`src/rtl/screen_pkg.sv`:
```
// screen_pkg: framebuffer geometry, pixel width and clear-FSM state type
//   shared by screen_clear_engine and screen_memory_arbiter
package screen_pkg;
   localparam int FB_W = 128;
   localparam int FB_H = 128;
   localparam int COORD_W = 7;
   localparam int PIXEL_W = 16;
   localparam int FB_PIXELS = 16384;
   localparam int ADDR_W = 2 * COORD_W;
   typedef enum logic {IDLE, CLEAR} state_t;
endpackage

```
`src/rtl/screen_clear_engine.sv`:
```
// screen_clear_engine: fills the framebuffer with a latched colour, one pixel per grant
//   clk, rst        clock, synchronous active-high reset
//   clear_start     start a fill (ignored while busy)
//   clear_color     colour latched on start
//   grant           the arbiter accepted this cycle's clear write
//   busy, done      fill in progress; one-cycle pulse after the last pixel
//   addr_x, addr_y  current pixel, x fastest
//   color           latched fill colour
module screen_clear_engine
   import screen_pkg::*;
(
   input  logic               clk,
   input  logic               rst,
   input  logic               clear_start,
   input  logic [PIXEL_W-1:0] clear_color,
   input  logic               grant,
   output logic               busy,
   output logic               done,
   output logic [COORD_W-1:0] addr_x,
   output logic [COORD_W-1:0] addr_y,
   output logic [PIXEL_W-1:0] color
);
   state_t state, state_n;
   logic [ADDR_W-1:0] addr;
   logic last;
   assign busy = state == CLEAR;
   assign addr_x = addr[COORD_W-1:0];
   assign addr_y = addr[ADDR_W-1:COORD_W];
   assign last = busy && grant && addr == ADDR_W'(FB_PIXELS - 1);
   always_comb begin
      state_n = state;
      state_n = busy ? (last ? IDLE : CLEAR) : (clear_start ? CLEAR : IDLE);
   end
   // the counter wraps to 0 after the last pixel, so it is ready for the next fill
   always_ff @(posedge clk) begin
      if (rst) begin
         state <= IDLE;
         addr  <= '0;
         color <= '0;
         done  <= 1'b0;
      end else begin
         state <= state_n;
         done  <= last;
         if (!busy && clear_start) begin
            addr  <= '0;
            color <= clear_color;
         end else if (busy && grant) begin
            addr <= addr + 1'b1;
         end
      end
   end
endmodule

```
`src/rtl/screen_memory_arbiter.sv`:
```
// screen_memory_arbiter: shares one framebuffer port between refresh reads, draw writes and clear
//   rd_*      refresh read request/ack and one-cycle-later response
//   wr_*      draw write request/ack (draw port is parked while clearing)
//   clear_*   fill command, busy flag, completion pulse
//   mem_*     framebuffer read/write port; mem_data_out arrives one cycle after mem_rd_en
module screen_memory_arbiter
   import screen_pkg::*;
#(
   parameter int MAX_RD_BURST = 4
)(
   input  logic               clk,
   input  logic               rst,
   input  logic               rd_req,
   input  logic [COORD_W-1:0] rd_x,
   input  logic [COORD_W-1:0] rd_y,
   output logic               rd_ack,
   output logic               rd_valid,
   output logic [PIXEL_W-1:0] rd_data,
   input  logic               wr_req,
   input  logic [COORD_W-1:0] wr_x,
   input  logic [COORD_W-1:0] wr_y,
   input  logic [PIXEL_W-1:0] wr_data,
   output logic               wr_ack,
   input  logic               clear_start,
   input  logic [PIXEL_W-1:0] clear_color,
   output logic               clear_busy,
   output logic               clear_done,
   output logic               mem_rd_en,
   output logic [COORD_W-1:0] mem_rd_addr_x,
   output logic [COORD_W-1:0] mem_rd_addr_y,
   output logic               mem_wr_en,
   output logic [COORD_W-1:0] mem_wr_addr_x,
   output logic [COORD_W-1:0] mem_wr_addr_y,
   output logic [PIXEL_W-1:0] mem_data_in,
   input  logic [PIXEL_W-1:0] mem_data_out,
   input  logic               mem_valid_out
);
   localparam int SW = $clog2(MAX_RD_BURST + 1);
   logic [SW-1:0] rd_streak;
   logic rd_inflight, wr_pend, rd_grant, wr_grant;
   logic [COORD_W-1:0] clr_x, clr_y;
   logic [PIXEL_W-1:0] clr_color;
   logic unused;
   // response timing is fixed at one cycle, so the memory's valid flag carries no extra information
   assign unused = mem_valid_out;
   screen_clear_engine u_clear (
      .clk        (clk),
      .rst        (rst),
      .clear_start(clear_start),
      .clear_color(clear_color),
      .grant      (wr_grant && clear_busy),
      .busy       (clear_busy),
      .done       (clear_done),
      .addr_x     (clr_x),
      .addr_y     (clr_y),
      .color      (clr_color)
   );
   // reads win until MAX_RD_BURST of them have starved a pending write
   always_comb begin
      wr_pend       = clear_busy || wr_req;
      rd_grant      = rd_req && !(wr_pend && rd_streak == SW'(MAX_RD_BURST));
      wr_grant      = wr_pend && !rd_grant;
      rd_ack        = rd_grant;
      wr_ack        = wr_grant && !clear_busy;
      mem_rd_en     = rd_grant;
      mem_rd_addr_x = rd_grant ? rd_x : '0;
      mem_rd_addr_y = rd_grant ? rd_y : '0;
      mem_wr_en     = wr_grant;
      mem_wr_addr_x = !wr_grant ? '0 : clear_busy ? clr_x : wr_x;
      mem_wr_addr_y = !wr_grant ? '0 : clear_busy ? clr_y : wr_y;
      mem_data_in   = !wr_grant ? '0 : clear_busy ? clr_color : wr_data;
      rd_valid      = rd_inflight;
      rd_data       = rd_inflight ? mem_data_out : '0;
   end
   always_ff @(posedge clk) begin
      if (rst) begin
         rd_streak   <= '0;
         rd_inflight <= 1'b0;
      end else begin
         rd_inflight <= rd_grant;
         rd_streak   <= (wr_grant || !wr_pend) ? '0 : rd_streak + SW'(rd_grant);
      end
   end
endmodule

```
`config.mk`:
```
export PLATFORM = sky130hd
export DESIGN_NAME = screen_memory_arbiter
export DESIGN_NICKNAME = d
export VERILOG_FILES = /design/src/rtl/screen_pkg.sv /design/src/rtl/screen_clear_engine.sv /design/src/rtl/screen_memory_arbiter.sv
export SDC_FILE = /design/constraint.sdc
export NUM_CORES = 1
export LEC_CHECK = 0
export ABC_CLOCK_PERIOD_IN_PS = 2640
export CAP_MARGIN = 20
export CORE_MARGIN = 4
export CORE_UTILIZATION = 34
export DETAILED_ROUTE_END_ITERATION = 8
export PLACE_DENSITY = 0.8
export RECOVER_POWER = 100
export SETUP_SLACK_MARGIN = 0.4
export SLEW_MARGIN = 20
export SYNTH_ARGS = -nofsm -noshare
export SYNTH_HDL_FRONTEND = slang
export SYNTH_SLANG_ARGS = --single-unit
```
`constraint.sdc`:
```
create_clock -name clk -period 2.64 [get_ports clk]
set_clock_uncertainty 0.1 [all_clocks]
set_input_delay 0.528 -clock clk [delete_from_list [all_inputs] [get_ports clk]]
set_output_delay 0.528 -clock clk [all_outputs]
set_load 0.01 [all_outputs]
```
==> results.tsv <==
metric	value	unit
GPL Wtd Cong	0.801	
#FFs+latches synth	36	
status	completed	
routed vias	2475	
clk sinks	36	
Finished Cell Area	0.00385	mm2
share of post-route cells with drive strength above 1	22.7	%
clock root cell	clkbuf_8	
crit path launch type	register	
LEAKAGE	1.62	nW
worst r2r src	rd_streak[0]$_SDFF_PP0_	
CP Class	reg2out	
# IOs	149	
worst min path class	reg2reg	
CTS buffer count	5	
ANT cells	0	
Worst Path Max Fanout	5	
commonest non-fill, non-tap cell in the layout	clkdlybuf4s50_1	
Row Count	27	
WL final	7.97	mm
clock-pin slew on the worst setup and hold paths	0.07	ns
number of global-route vias before repair	2498	
area added between synthesis and finish	92.6	%
Die Width	84.6	um
GR Layer Usage met1	24.4	%
worst-margin pin slew	0.967	ns
global-route wire length before repair	12.4	mm
setup_tns	0	ns
met3 usage	4.32	%
Final #Nets	503	
dpl cells	459	
Arr. time, crit path	1.91	ns
effective utilization at floorplan	35.6	%
synthesized area per cell	8.25	um2
Hold Vio Cnt, Final	0	
Netlist Area Pre-Place	0.00200	mm2
Placed Area	0.00362	mm2
initial antenna violation count	0	
clk_lat worst skew	0.29	ns
largest net degree at the start of global routing	22	
RSZ-0062 raised after global routing	true	
CP Launch Point	rd_streak[2]$_SDFF_PP0_	
Seq/Total Area, Yosys	36.1	%
H-tree Lvls	2	
worst hold start	u_clear.color[7]$_SDFFE_PP0P_	
MaxCap Viol Count	0	
CP Capture Type	primary output	
grt peak-use layer	met2	
Max rail drop VDD	0.267	mV
Core Footprint	0.00561	mm2
Tot GR Track Use	21.1	%
PortBufs	147	
CTS tree	done	
Synth warnings	0	
DP Wirelength	5.31	mm
Power, Total	1.39	mW
DRC viols	0	
Slew Viols, Final	0	
syn nets	327	
slew margin rel.	35.4	%
DR WL/cell	16.3	um
cells after synthesis	242	
Max clock buf depth	2	
initial drt markers	131	
area of the die	0.00716	mm2
die span in y	84.6	um
Period minus WS final	2.54	ns
most frequent cells in the layout	77 x clkdlybuf4s50_1, 37 x nand2_1, 35 x dfxtp_1, 30 x a22o_1, 25 x buf_6	
total grt overflow	0	
Peak Freq	394	MHz
synth unique cells	37	
pwr dens	363	mW/mm2
# hold bufs at CTS	0	
Setup Viol. Count Final	0	
fin crit share	96.2	%
Antenna Nets Post-Route	0	
GR Util met2	39.0	%
DR pass1 iterations	4	
final std cells w/o fill	490	
vias per cell	5.05	
Critical Path RT	2.01	ns
-- metal layers --
metal	vias to the layer above	part of all wire, %
met1	1135	39
met3	12	7.8
li1	1215	-
met5	-	0
met4	0	1.6
met2	113	52
-- synth_stat cells (all sizes together) --
master    n  area share [%]
nand2    37             7.0
dfxtp    36              36
and2     32              10
a22o     30              13
a21oi    24             6.2
clkbuf   12             2.3
nor2     11             2.1
buf       6             1.8
nand3     5             1.3
o21ai     4             1.2
o31ai     4             1.5
or4       4             1.5
xnor2     4             1.8
a211oi    3             1.1
ha        3             1.9
inv       3            0.56
o2111ai   3             2.2
or3       3            0.94
xor2      3             1.3
and4      2             1.0
nor3      2            0.50
and3      1            0.31
and3b     1            0.44
mux2i     1            0.50
nand2b    1            0.31
nand4     1            0.31
nor2b     1            0.31
nor3b     1            0.94
nor4      1            0.31
o211a     1            0.50
o211ai    1            0.38
or3b      1            0.44
-- registers in the layout, indices dropped and copies added (netlist names) --
signal and flops:
u_clear.busy 1, rd_streak 3, u_clear.done 1, u_clear.addr 14, rd_valid 1, u_clear.color 16
-- final cells by class --
class                           count  area (um2)
Fill cell                         465        1760
Timing Repair Buffer              185        1700
Multi-Input combinational cell    185        1220
Sequential cell                    36         722
Clock buffer                        7        96.3
Tap cell                           72        90.1
Inverter                            3        11.3
Timing Repair inverter              2        11.3
-- final timing paths --
| check | cells past startpoint | endpoint | slack [ns] |
|---|---|---|---|
| setup reg to reg | 8 | u_clear.addr[13]$_SDFFE_PP0P_ | 0.18 |
| setup / recovery | 7 | mem_data_in[6] | 0.1 |
| hold reg to reg | 2 | u_clear.color[7]$_SDFFE_PP0P_ | 0.36 |
| hold / removal | 2 | u_clear.color[7]$_SDFFE_PP0P_ | 0.36 |
-- what timing repair did --
item | in CTS | in global routing
cloned | 6 | 0
endpoints found under the setup margin | 65 | 50
gates resized for setup | 248 | 24
pin swaps | 15 | 9
setup buffers | 14 | 4
-- power by group --
part	total, mW	internal, mW	switching [mW]	leakage, nW
sequential	0.574	0.560	0.0139	0.294
combinational	0.396	0.243	0.153	1.28
clock	0.424	0.232	0.192	0.0503
total	1.39	1.04	0.358	1.62
-- through the flow --
| step | hold WS [ns] | util [%] | setup slack [ns] |
|---|---|---|---|
| floorplan | 0.336 | - | 0.511 |
| global placement | 0.342 | 64.6 | -0.243 |
| detailed placement | 0.349 | 64.6 | -0.258 |
| CTS | 0.358 | 67.9 | 0.210 |
| global route | 0.374 | 68.6 | 0.0480 |
| finish | 0.359 | 68.6 | 0.0994 |
-- logic make-up after synthesis --
logic type / synth area share (%)
and+or+nand+nor: 27.6
AOI/OAI and AO/OA: 26.3
DFF: 36.1
buffers and inverters: 4.57
xor gates and xnor gates: 3.07
adders and majority gates: 1.88
muxes: 0.501
-- worst max-delay path, cell delays in order (launching register included) --
cell and delay [ns]:
dfxtp_1 0.36, or3b_4 0.44, a21oi_4 0.18, buf_6 0.13, buf_6 0.09, buf_6 0.11, a22o_1 0.14, clkbuf_1 0.17
No activity file was read; power rests on OpenSTA's default activity.
